$ cat config.mk
export PLATFORM = sky130hd
export DESIGN_NAME = prog_clk_div
export DESIGN_NICKNAME = d
export VERILOG_FILES = /design/src/rtl/prog_clk_div_pkg.sv /design/src/rtl/prog_clk_div.sv
export SDC_FILE = /design/constraint.sdc
export NUM_CORES = 1
export LEC_CHECK = 0
export BUFFER_PORTS_ARGS = -buffer_cell sky130_fd_sc_hd__buf_2
export CELL_PAD_IN_SITES_DETAIL_PLACEMENT = 1
export CELL_PAD_IN_SITES_GLOBAL_PLACEMENT = 2
export CORE_MARGIN = 3
export CORE_UTILIZATION = 37
export CTS_BUF_LIST = sky130_fd_sc_hd__clkbuf_8
export DETAILED_ROUTE_END_ITERATION = 8
export PLACE_DENSITY_LB_ADDON = 0.1
export SLEW_MARGIN = 20
export SYNTH_ARGS = -nofsm -noshare
export SYNTH_HDL_FRONTEND = slang
export SYNTH_SLANG_ARGS = --single-unit
$ cat constraint.sdc
create_clock -name ip1 -period 2.6 [get_ports ip1]
set_clock_uncertainty 0.15 [all_clocks]
set_input_delay 0.26 -clock ip1 [delete_from_list [all_inputs] [get_ports ip1]]
set_output_delay 0.26 -clock ip1 [all_outputs]
set_load 0.01 [all_outputs]
$ cat src/rtl/prog_clk_div_pkg.sv
// Shared constants for the programmable clock divider: parameter defaults and
// the widest counter the block is meant to be built with.
package prog_clk_div_pkg;

  localparam int DEF_WIDTH     = 3;
  localparam int DEF_RESET_DIV = 7;
  localparam int MAX_WIDTH     = 16;

endpackage : prog_clk_div_pkg

$ cat src/rtl/prog_clk_div.sv
// Programmable 50%-duty clock divider: op1 toggles every div_q+1 enabled cycles,
// with divisor updates deferred to half-period boundaries so no runt phases occur.
module prog_clk_div
  import prog_clk_div_pkg::*;
#(
  parameter int WIDTH     = DEF_WIDTH,
  parameter int RESET_DIV = DEF_RESET_DIV
) (
  input  logic             ip1,
  input  logic             reset,
  input  logic             en,
  input  logic [WIDTH-1:0] div_in,
  input  logic             div_load,
  output logic             div_busy,
  output logic             op1,
  output logic             tick
);

  localparam logic [WIDTH-1:0] RESET_DIV_V = WIDTH'(RESET_DIV);

  logic [WIDTH-1:0] ctr_q,     ctr_d;
  logic [WIDTH-1:0] div_q,     div_d;
  logic [WIDTH-1:0] div_s_q,   div_s_d;
  logic             pending_q, pending_d;
  logic             op1_q,     op1_d;
  logic             tick_q,    tick_d;
  logic             tc;

  assign tc = en && (ctr_q == div_q);

  // NOTE: every next-state signal gets its hold value first, so no path through
  // this block leaves a signal unassigned and no latch is inferred.
  always_comb begin
    ctr_d     = ctr_q;
    div_d     = div_q;
    div_s_d   = div_s_q;
    pending_d = pending_q;
    op1_d     = op1_q;
    tick_d    = 1'b0;

    if (!en) begin
      // Frozen: adopt the newest requested divisor right away and rearm the count.
      ctr_d     = '0;
      pending_d = 1'b0;
      if (div_load) begin
        div_d   = div_in;
        div_s_d = div_in;
      end else if (pending_q) begin
        div_d   = div_s_q;
      end
    end else if (tc) begin
      ctr_d     = '0;
      op1_d     = ~op1_q;
      tick_d    = 1'b1;
      pending_d = 1'b0;
      if (div_load) begin
        div_d   = div_in;
        div_s_d = div_in;
      end else if (pending_q) begin
        div_d   = div_s_q;
      end
    end else begin
      ctr_d = ctr_q + WIDTH'(1);
      if (div_load) begin
        div_s_d   = div_in;
        pending_d = 1'b1;
      end
    end
  end

  // NOTE: state registers use non-blocking assignments so all of them sample
  // the same pre-edge values, independent of statement order.
  always_ff @(posedge ip1) begin
    if (reset) begin
      ctr_q     <= '0;
      div_q     <= RESET_DIV_V;
      div_s_q   <= RESET_DIV_V;
      pending_q <= 1'b0;
      op1_q     <= 1'b0;
      tick_q    <= 1'b0;
    end else begin
      ctr_q     <= ctr_d;
      div_q     <= div_d;
      div_s_q   <= div_s_d;
      pending_q <= pending_d;
      op1_q     <= op1_d;
      tick_q    <= tick_d;
    end
  end

  assign div_busy = pending_q;
  assign op1      = op1_q;
  assign tick     = tick_q;

endmodule : prog_clk_div
==> results.md, run 1 <==
* Tightest Pin Transition at 0.523 ns
* CTS tree: built
* CTS Buf Count at 3
* Layout area overhead at 22.6%
* Min Tclk post-route at 1.64 ns
* Combinational power share at 8.3%
* Mapped Cells at 46
* Inst Count DP at 68
* Finished Cell Area at 618 um2
* Total GRT Usage at 14.9%
* Part of the power in registers at 44.9%
* Critical path class: reg2reg
* Layout cells sized above 1 at 32.8%
* Count of cell types in the netlist at 20
* Hold Buf Count CTS at 0
* Bufs and invs on worst path at 0
* Setup_tns at 0 ns
* Iter 0 DRT Violations at 2
* Critical Path Sink Type: flop
* CP cell instances: xor2_1, o41ai_4, mux2_1
* Placer congestion estimate at 0.636
* Fmax at 610 MHz
* Clock group share of total power at 46.8%
* Std-Cell Rows at 12
* Drc violations at 0
* Initial core utilization at 42.5%
* Power Internal at 0.341 mW
* Mapped Area at 504 um2
* Initial antenna violation count at 0
* Maximum vdd drop at 0.000416 V
* Total setup buffers inserted after CTS at 0
* Switching Fraction at 22.0%
* DIE AREA at 0.00184 mm2
* # IOs at 10
* Core Region at 0.00119 mm2
* Antenna viol nets, final at 0
* Sequential-to-total area share from yosys stat at 47.6%
* Yosys top cell by area: dfxtp_1
* Final hold viol count at 0
* Crit path max-delay family: compound AO/OA/AOI/OAI gates
* Port bufs at 9
* Die Span Y at 42.9 um
* Post-DP Area at 563 um2
* CTS HTree Levels at 1
* Max Buffers Root-to-Sink at 2
* Post-Layout Cell Count at 72
* Overflow after GRT at 0
* Clock Pin Slew Worst Setup and Hold Paths at 0.05 ns
* Vias in the first global route at 406
* Slew margin rel. at 64.6%
* WP data arrival at 1.62 ns
* Clock sinks at 12
* Fin. max-slew vios at 0
* Wire length per cell at 14.4 um
* Top cell type's share of synthesized area at 47.6%
* Critical path required time at 2.58 ns
* P_sw at 0.0962 mW
* Status: finished clean
* Chip width at 42.9 um
* Power per standard cell area at 708 mW/mm2
* Crit-path max cell delay at 0.48 ns
* Root buffer cell: clkbuf_8
* RSZ-0062 raised after global routing: false
* Largest net degree at the start of global routing at 8
* Critical-path maximum fanout at 4
* Total wire length at 1040 um
* # diodes at 0
* Critical path's slowest cell: o41ai_4
* Fin nets at 67
* Via-per-instance ratio at 5.00
* Period Utilization, post-route at 63.1%
* Worst setup SP type: flop
* Largest cells by area after synthesis: dfxtp_1 48%, mux2_1 6.7%, mux2i_1 6.0%
* Post-CTS Resized at 0
* DRT Pass-1 Iters at 2
* Seq cells post-synth at 12
* Finish-stage setup viols at 0
* Synthesis warning total at 0
* First-pass GRT wire length at 1860 um
* Hold Path Class: in2reg
* Post-synth net total at 54
* Max-Cap Viols at 0
* Leakage at 0.282 nW
* Total number of vias at 360
* Syn avg cell area at 11.0 um2
* Clk Latency, worst-skew pair at 0.25 ns
## registers in the layout (all words and copies together), names as in the netlist
| name | flops |
|---|---|
| tick | 1 |
| ctr_q | 3 |
| div_s_q | 3 |
| op1 | 1 |
| div_q | 3 |
| div_busy | 1 |
## metal layers
layer  up-vias  global-route usage (%)  wire length [um]
met5         -                       0                 0
met3         5                    8.05                62
met2         8                    24.9               530
li1        179                       -                 -
met1       168                    13.2               404
met4         0                    11.2                41
## cell usage in the layout (no fill, tap or decap)
cell type   n
xnor2_1     1
or2_2       3
ha_1        1
o21bai_1    1
nor2_1      6
xor2_2      1
o311ai_1    1
mux2i_1     3
mux2_1      3
buf_2       9
nand2_1     3
clkbuf_8    4
and3_1      1
inv_1       2
nor3_1      1
nor2b_1     1
mux2_2      1
o41ai_4     1
dfxtp_1    12
xor2_1      2
nor4b_1     1
## power by group through the flow
stage / registers, mW / clock network (mW) / logic [mW]
after floorplan: 0.199 / 0 / 0.0252
after global placement: 0.200 / 0 / 0.0350
after detailed placement: 0.201 / 0 / 0.0369
after CTS: 0.197 / 0.211 / 0.0373
after global routing: 0.197 / 0.223 / 0.0415
final: 0.197 / 0.205 / 0.0363
## cell type report
class,count,area (um2)
Timing Repair Buffer,9,45.0
Tap cell,14,17.5
Sequential cell,12,240
Inverter,2,7.51
Fill cell,140,568
Multi-Input combinational cell,31,253
Clock buffer,4,55.1
## cell families (layout without fill, tap and decap cells)
logic type	after synthesis	after routing	share of synthesized area, %
fa+ha+maj	1	1	2.48
compound gates	3	3	8.69
flops	12	12	47.6
mux	7	7	14.9
simple gates	16	16	15.6
xor+xnor	4	4	8.44
buf+inv	3	15	2.23
## final timing paths
check | to | slack [ns] | cells after the start | start
max | div_q[1]$_SDFFE_PP1P_ | 0.96 | 3 | ctr_q[0]$_SDFF_PP0_
min | div_s_q[2]$_SDFFE_PP1P_ | 0.12 | 3 | div_in[2]
max reg2reg | div_q[1]$_SDFFE_PP1P_ | 0.96 | 3 | ctr_q[0]$_SDFF_PP0_
min reg2reg | ctr_q[0]$_SDFF_PP0_ | 0.32 | 1 | ctr_q[0]$_SDFF_PP0_
## cell usage after synthesis, drive strengths merged
library cell  count
and3              1
clkbuf            1
dfxtp            12
ha                1
inv               2
mux2              4
mux2i             3
nand2             3
nor2              6
nor2b             1
nor3              1
nor4b             1
o21bai            1
o311ai            1
o41ai             1
or2               3
xnor2             1
xor2              3
## per-stage QoR
step                      utilization (%)  total power [mW]  hold WS [ns]  worst slack [ns]
final                                52.1             0.438         0.123             0.960
after global routing                 52.1             0.462         0.130             0.869
after CTS                            52.1             0.445         0.123             0.935
after detailed placement             47.5             0.238         0.300             0.947
after global placement               47.5             0.235         0.295              1.00
after floorplan                         -             0.225         0.253              1.07
## tightest hold or removal path, cell delays in order
cell and delay, ns:
buf_2 0.08, mux2i_1 0.05, nand2_1 0.09
Note: power is estimated with default switching activity, not from simulation.
==> inputs of run 2 (changes only) <==
--- a/config.mk
+++ b/config.mk
@@ -9,7 +9,7 @@
 export CELL_PAD_IN_SITES_DETAIL_PLACEMENT = 1
 export CELL_PAD_IN_SITES_GLOBAL_PLACEMENT = 2
 export CORE_MARGIN = 3
-export CORE_UTILIZATION = 37
+export CORE_UTILIZATION = 31
 export CTS_BUF_LIST = sky130_fd_sc_hd__clkbuf_8
 export DETAILED_ROUTE_END_ITERATION = 8
 export PLACE_DENSITY_LB_ADDON = 0.1
==> constraint.sdc (replaced) <==
create_clock -name ip1 -period 1.4 [get_ports ip1]
set_clock_uncertainty 0.15 [all_clocks]
set_input_delay 0.14 -clock ip1 [delete_from_list [all_inputs] [get_ports ip1]]
set_output_delay 0.14 -clock ip1 [all_outputs]
set_load 0.01 [all_outputs]
==> run 2 against run 1 <==
Net effect: the flow now finishes with violations (setup timing); sequential power increased by 85%; final cell count grew 11%; sequential cell count unchanged; combinational power grew to 2.7 times the previous value; non-clock buffer count is 8 higher; power up 76%; hold slack worse by 0.12 ns; sequential share of layout area fell by 4.0 points; die area increased by 17%.
==> results.md, run 2 (same netlist as run 1, synthesis figures left out) <==
* Die Span Y at 46.3 um (+8.0%)
* WP data arrival at 1.55 ns (-0.07 ns)
* First-pass GRT wire length at 1840 um (-1.5%)
* Layout cells sized above 1 at 46.2% (+13 points)
* Slew margin rel. at 76.9% (+12 points)
* Chip width at 46.3 um (+8.0%)
* Std-Cell Rows at 13 (+1)
* DIE AREA at 0.00215 mm2 (+17%)
* Hpwl dp at 853 um
* Leading cell type in the layout, fill and taps excluded: dfxtp_1
* Overall Power at 0.769 mW (+76%)
* GRT met2 Usage at 20.3% (-4.5 points)
* Max-Cap Viols at 0 (unchanged)
* Layout area overhead at 38.2%
* # IOs at 10 (unchanged)
* Total number of vias at 385 (+6.9%)
* Total wire length at 1120 um (+7.9%)
* Clk Latency, worst-skew pair at 0.24 ns (about the same)
* Period Utilization, post-route at 113% (+50 points)
* # diodes at 0 (unchanged)
* Fin worst setup slack at -0.185 ns (-1.15 ns)
* Most frequent cells in the layout: 10 x dfxtp_1, 9 x buf_2, 7 x buf_4
* CTS tree: built
* Critical-path maximum fanout at 3 (-1)
* Wire length per cell at 14.0 um (-2.9%)
* Critical path required time at 1.37 ns (-1.21 ns)
* Largest net degree at the start of global routing at 7 (-1)
* Power per standard cell area at 1100 mW/mm2 (+56%)
* Cells on worst reg2reg path at 3 (unchanged)
* RSZ-0062 raised after global routing: true
* Port bufs at 9 (unchanged)
* Vias in the first global route at 410 (+0.99%)
* Total GRT Usage at 12.9% (-2.0 points)
* Hold Path Depth at 3 (unchanged)
* GR Util met1 at 15.5% (+2.3 points)
* Top flop regs: ctr_q x3, div_q x3, div_s_q x3
* Leakage at 0.322 nW (+14%)
* Critical Path Sink Type: flop
* Clock Pin Slew Worst Setup and Hold Paths at 0.05 ns (about the same)
* Fin. max-slew vios at 0 (unchanged)
* Max Buffers Root-to-Sink at 2 (unchanged)
* Finish-stage setup viols at 8 (+8)
* Final hold viol count at 0 (unchanged)
* Initial antenna violation count at 0 (unchanged)
* Antenna viol nets, final at 0 (unchanged)
* Core Region at 0.00142 mm2 (+19%)
* Overflow after GRT at 0 (unchanged)
* Min Tclk post-route at 1.59 ns (-0.0546 ns)
* Placer congestion estimate at 0.742 (+17%)
* Critical path class: reg2reg
* Initial core utilization at 35.6% (-6.9 points)
* Clock sinks at 12 (unchanged)
* Via-per-instance ratio at 4.81 (-3.8%)
* Root buffer cell: clkbuf_8
* Tightest Pin Transition at 0.346 ns (-0.177 ns)
* Drc violations at 0 (unchanged)
* DRT Pass-1 Iters at 4 (+2)
* Fin nets at 75 (+12%)
* Maximum vdd drop at 0.000634 V (+53%)
* GRT Max-Usage Layer: met2
* Status: finished, violations left
* Hold Path Class: in2reg
* Pre-CTS WS at -0.216 ns (-1.16 ns)
* Worst setup SP type: flop
* Met3 track demand over resource at 5.08% (-3.0 points)
* CTS HTree Levels at 1 (unchanged)
* Failing checks: setup timing
* Fmax at 631 MHz (+3.4%)
* CTS Buf Count at 3 (unchanged)
* Total setup buffers inserted after CTS at 0 (unchanged)
* Iter 0 DRT Violations at 4 (+2)
## run 2: cell types whose count changed in the layout (fill, tap and decap cells not counted), sizes merged
| cell | previous run | this run |
|---|---|---|
| buf | 9 | 17 |
| clkbuf | 4 | 3 |
## run 2: routing by layer
metal  up-vias  share of wire, %  routed length, um
li1        192                 -                  -
met1       184                42                468
met2         7                51                569
met3         2               6.3                 70
met4         0              0.98                 11
met5         -                 0                  0
## run 2: final timing paths
kind	from	to	slack, ns
max	ctr_q[1]$_SDFF_PP0_	div_q[1]$_SDFFE_PP1P_	-0.19
min	div_in[0]	div_s_q[0]$_SDFFE_PP1P_	0.001
max reg2reg	ctr_q[1]$_SDFF_PP0_	div_q[1]$_SDFFE_PP1P_	-0.19
min reg2reg	div_s_q[2]$_SDFFE_PP1P_	div_s_q[2]$_SDFFE_PP1P_	0.33
## run 2: layout make-up
class	count	area (um2)
Sequential cell	12	243
Tap cell	15	18.8
Inverter	2	7.51
Fill cell	157	718
Timing Repair Buffer	17	109
Multi-Input combinational cell	31	278
Clock buffer	3	41.3
## run 2: metrics by stage
stage | setup TNS (ns) | area, um2 | hold slack (ns) | util [%] | cells
3_5_place_dp | -0.969 | 624 | 0.245 | 44.1 | 77
4_1_cts | -0.827 | 674 | 0.00550 | 47.7 | 80
2_1_floorplan | -0.351 | 504 | 0.133 | - | 46
6_report | -0.712 | 697 | 0.000995 | 49.2 | 80
3_3_place_gp | -0.544 | 624 | 0.239 | 44.1 | 77
5_1_grt | -1.19 | 697 | 0.0158 | 49.2 | 80
## run 2: where the power goes
| part | switching, mW | internal, mW |
|---|---|---|
| Combinational | 0.0492 | 0.0486 |
| Clock | 0.117 | 0.189 |
| Sequential | 0.00848 | 0.357 |
| Total | 0.175 | 0.594 |
## run 2: worst max-delay path, stage by stage (launching register included)
cell and delay, ns:
dfxtp_2 0.33, xor2_2 0.20, o41ai_4 0.42, mux2_1 0.37
## run 2: repair_timing
action | 4_1_cts | 5_1_grt
setup endpoints to repair | 8 | 8
hold buffers | 0 | 0
gates resized for setup | 2 | 4
pin swaps | 1 | 0
==> inputs of run 3 (changes only) <==
--- a/config.mk
+++ b/config.mk
@@ -5,11 +5,12 @@
 export SDC_FILE = /design/constraint.sdc
 export NUM_CORES = 1
 export LEC_CHECK = 0
+export ABC_AREA = 1
 export BUFFER_PORTS_ARGS = -buffer_cell sky130_fd_sc_hd__buf_2
 export CELL_PAD_IN_SITES_DETAIL_PLACEMENT = 1
 export CELL_PAD_IN_SITES_GLOBAL_PLACEMENT = 2
 export CORE_MARGIN = 3
-export CORE_UTILIZATION = 31
+export CORE_UTILIZATION = 27
 export CTS_BUF_LIST = sky130_fd_sc_hd__clkbuf_8
 export DETAILED_ROUTE_END_ITERATION = 8
 export PLACE_DENSITY_LB_ADDON = 0.1
==> run 3 against run 2 <==
Net effect: the flow now finishes without violations; fmax increased by 29%; sequential cell count unchanged; via count increased by 13%; critical path depth increased by 2; combinational power decreased by 15%; largest power group unchanged; highest routed layer unchanged.
==> results.md, run 3 <==
* Tightest Pin Transition at 0.182 ns (-0.164 ns)
* Overflow after GRT at 0 (unchanged)
* Core Region at 0.00159 mm2 (+13%)
* Fin nets at 93 (+24%)
* Leading cell type in the layout, fill and taps excluded: nand2_1
* Total setup buffers inserted after CTS at 0 (unchanged)
* Critical path's slowest cell: dlygate4sd3_1
* Largest cells by area after synthesis: dfxtp_1 49%, nand2_1 15%, nand3_1 11%
* CTS tree: built
* Top flop regs: ctr_q x3, div_q x3, div_s_q x3
* Clk Latency, worst-skew pair at 0.24 ns (about the same)
* Critical path class: in2reg
* Total number of vias at 436 (+13%)
* Drc violations at 0 (unchanged)
* Critical-path maximum fanout at 5 (+2)
* Fmax at 813 MHz (+29%)
* Critical Path Sink Type: flop
* CTS Buf Count at 3 (unchanged)
* Post-synth EDFFs at 0 (unchanged)
* Crit-path max cell delay at 0.53 ns (+0.11 ns)
* Yosys top cell by area: dfxtp_1
* Vias in the first global route at 451 (+10%)
* Maximum vdd drop at 0.000570 V (-10%)
* Die Span Y at 48.4 um (+4.5%)
* Layout area overhead at 33.8%
* Port bufs at 9 (unchanged)
* RSZ-0062 raised after global routing: false
* # IOs at 10 (unchanged)
* Min Tclk post-route at 1.23 ns (-0.356 ns)
* Syn avg cell area at 7.36 um2 (-33%)
* Layout cells sized above 1 at 18.1% (-28 points)
* DIE AREA at 0.00234 mm2 (+9.2%)
* Slew margin rel. at 87.8% (+11 points)
* Period Utilization, post-route at 87.8% (-25 points)
* Setup crit end: div_busy$_SDFFE_PP0P_
* Initial antenna violation count at 0 (unchanged)
* Leakage at 0.334 nW (+3.9%)
* Seq cells post-synth at 12 (unchanged)
* Clock sinks at 12 (unchanged)
* Largest net degree at the start of global routing at 7 (unchanged)
* Chip width at 48.4 um (+4.5%)
* Wire length per cell at 8.73 um (-38%)
* Filler instances at 209 (+33%)
* First-pass GRT wire length at 1810 um (-1.1%)
* Post-synth net total at 74 (+37%)
* DRT Pass-1 Iters at 2 (-2)
* Stages on worst setup path at 5 (+2)
* Power per standard cell area at 1170 mW/mm2 (+6.2%)
* Async S/R FF share, synth at 0% (unchanged)
* Max-Cap Viols at 0 (unchanged)
* R2r setup slk at 0.19 ns (+0.38 ns)
* Hpwl dp at 769 um (-9.8%)
* Max Buffers Root-to-Sink at 2 (unchanged)
* Total wire length at 934 um (-17%)
* Placer congestion estimate at 0.646 (-13%)
* Status: finished clean
* Final hold viol count at 0 (unchanged)
* Count of cell types in the netlist at 11 (-45%)
* Synthesis warning total at 0 (unchanged)
* Mapped Cells at 66 (+43%)
* Fin util at 40.7% (-8.5 points)
* Post-Layout Cell Count at 107 (+34%)
* Hold slack at 0.0313 ns (+0.0303 ns)
* Via-per-instance ratio at 4.07 (-15%)
* Crit path max-delay family: buffers and inverters
* Synth cell count leaders: 20 x nand2_1, 12 x dfxtp_1, 11 x nand3_1
* Most frequent cells in the layout: 20 x nand2_1, 12 x dfxtp_1, 11 x nand3_1
* Top cell type's share of synthesized area at 49.5% (+1.8 points)
* Std-Cell Rows at 14 (+1)
* Cells on worst reg2reg path at 7 (+4)
* Initial core utilization at 30.5% (-5.2 points)
* CTS HTree Levels at 1 (unchanged)
* Total GRT Usage at 9.90% (-3.0 points)
* Top_reg_cell synth: dfxtp_1
* CP cell instances: dlygate4sd3_1, buf_2, inv_1, nand3_1, a21oi_1
* Critical path required time at 1.42 ns (+0.05 ns)
* Root buffer cell: clkbuf_8
* Overall Power at 0.761 mW (-1.0%)
* CP Launch Point: reset
* Hold path startpoint: div_load
* Worst setup SP type: primary input
* Iter 0 DRT Violations at 5 (+1)
* Fin. max-slew vios at 0 (unchanged)
* Clock Pin Slew Worst Setup and Hold Paths at 0.05 ns (about the same)
* Reg2reg end: div_q[2]$_SDFFE_PP1P_
* Mapped Area at 485 um2 (-3.7%)
* Bufs and invs on worst path at 3 (+3)
* Setup_tns at 0 ns (+0.712 ns)
* WP data arrival at 1.25 ns (-0.30 ns)
* Antenna viol nets, final at 0 (unchanged)
* Hold Path Class: in2reg
* Finish-stage setup viols at 0 (-8)
* Sequential-to-total area share from yosys stat at 49.5% (+1.8 points)
* Inst Count DP at 100 (+30%)
* Reg-to-reg startpoint: ctr_q[0]$_SDFF_PP0_
* # diodes at 0 (unchanged)
* Most common cell in the netlist: nand2_1
-- run 3: cell types whose count changed in the layout (fill, tap and decap cells not counted), sizes merged, moves of 3 or more --
cell and change:
nand2 +19, nand3 +11, inv +8, buf -7, dlygate4sd3 +4, mux2 -4, mux2i -3, or2 -3
xor2 -3
-- run 3: per-stage QoR --
stage,setup slack (ns),cell area (um2)
final,0.171,649
after floorplan,0.282,485
after global placement,0.193,568
after detailed placement,0.189,568
after global routing,0.0190,649
after CTS,0.155,649
-- run 3: metal layers --
| metal | GRT usage, % | part of all wire, % |
|---|---|---|
| met3 | 2.45 | 5.4 |
| met2 | 14.7 | 42 |
| met5 | 0 | 0 |
| met4 | 7.11 | 2.9 |
| met1 | 12.4 | 50 |
-- run 3: worst min-delay path by stage --
stage	to	slack, ns	cells after the start
final	div_s_q[2]$_SDFFE_PP1P_	0.03	3
after global routing	div_s_q[2]$_SDFFE_PP1P_	0.06	3
after CTS	div_s_q[2]$_SDFFE_PP1P_	0.04	3
after detailed placement	tick$_SDFF_PP0_	0.17	2
after global placement	tick$_SDFF_PP0_	0.16	2
after floorplan	tick$_SDFF_PP0_	0.06	1
-- run 3: what timing repair did --
action,4_1_cts,5_1_grt
gates resized for setup,0,0
endpoints found under the hold margin,4,0
hold buffers,4,0
-- run 3: report_power, final --
part	switching [mW]	internal, mW
Combinational	0.0454	0.0379
Clock	0.119	0.189
Sequential	0.00980	0.360
Total	0.174	0.587
-- run 3: cells by family (layout without fill, tap and decap cells) --
group,after synthesis,in the layout,synth area share [%]
buf+inv,10,27,7.73
compound gates,2,2,2.06
flops,12,12,49.5
simple gates,39,39,34.5
fa+ha+maj,1,1,2.58
xor+xnor,2,2,3.61
-- run 3: layout make-up --
cell class | instances | area, um2 | share of cell area [%]
Timing Repair Buffer | 14 | 92.6 | 14.3
Inverter | 10 | 37.5 | 5.78
Sequential cell | 12 | 240 | 37.0
Clock buffer | 3 | 41.3 | 6.36
Tap cell | 24 | 30.0 | 4.62
Multi-Input combinational cell | 44 | 208 | 32.0
-- run 3: worst min-delay path: stages --
cell	delay, ns
buf_2	0.11
nand2_1	0.07
nand3_1	0.07
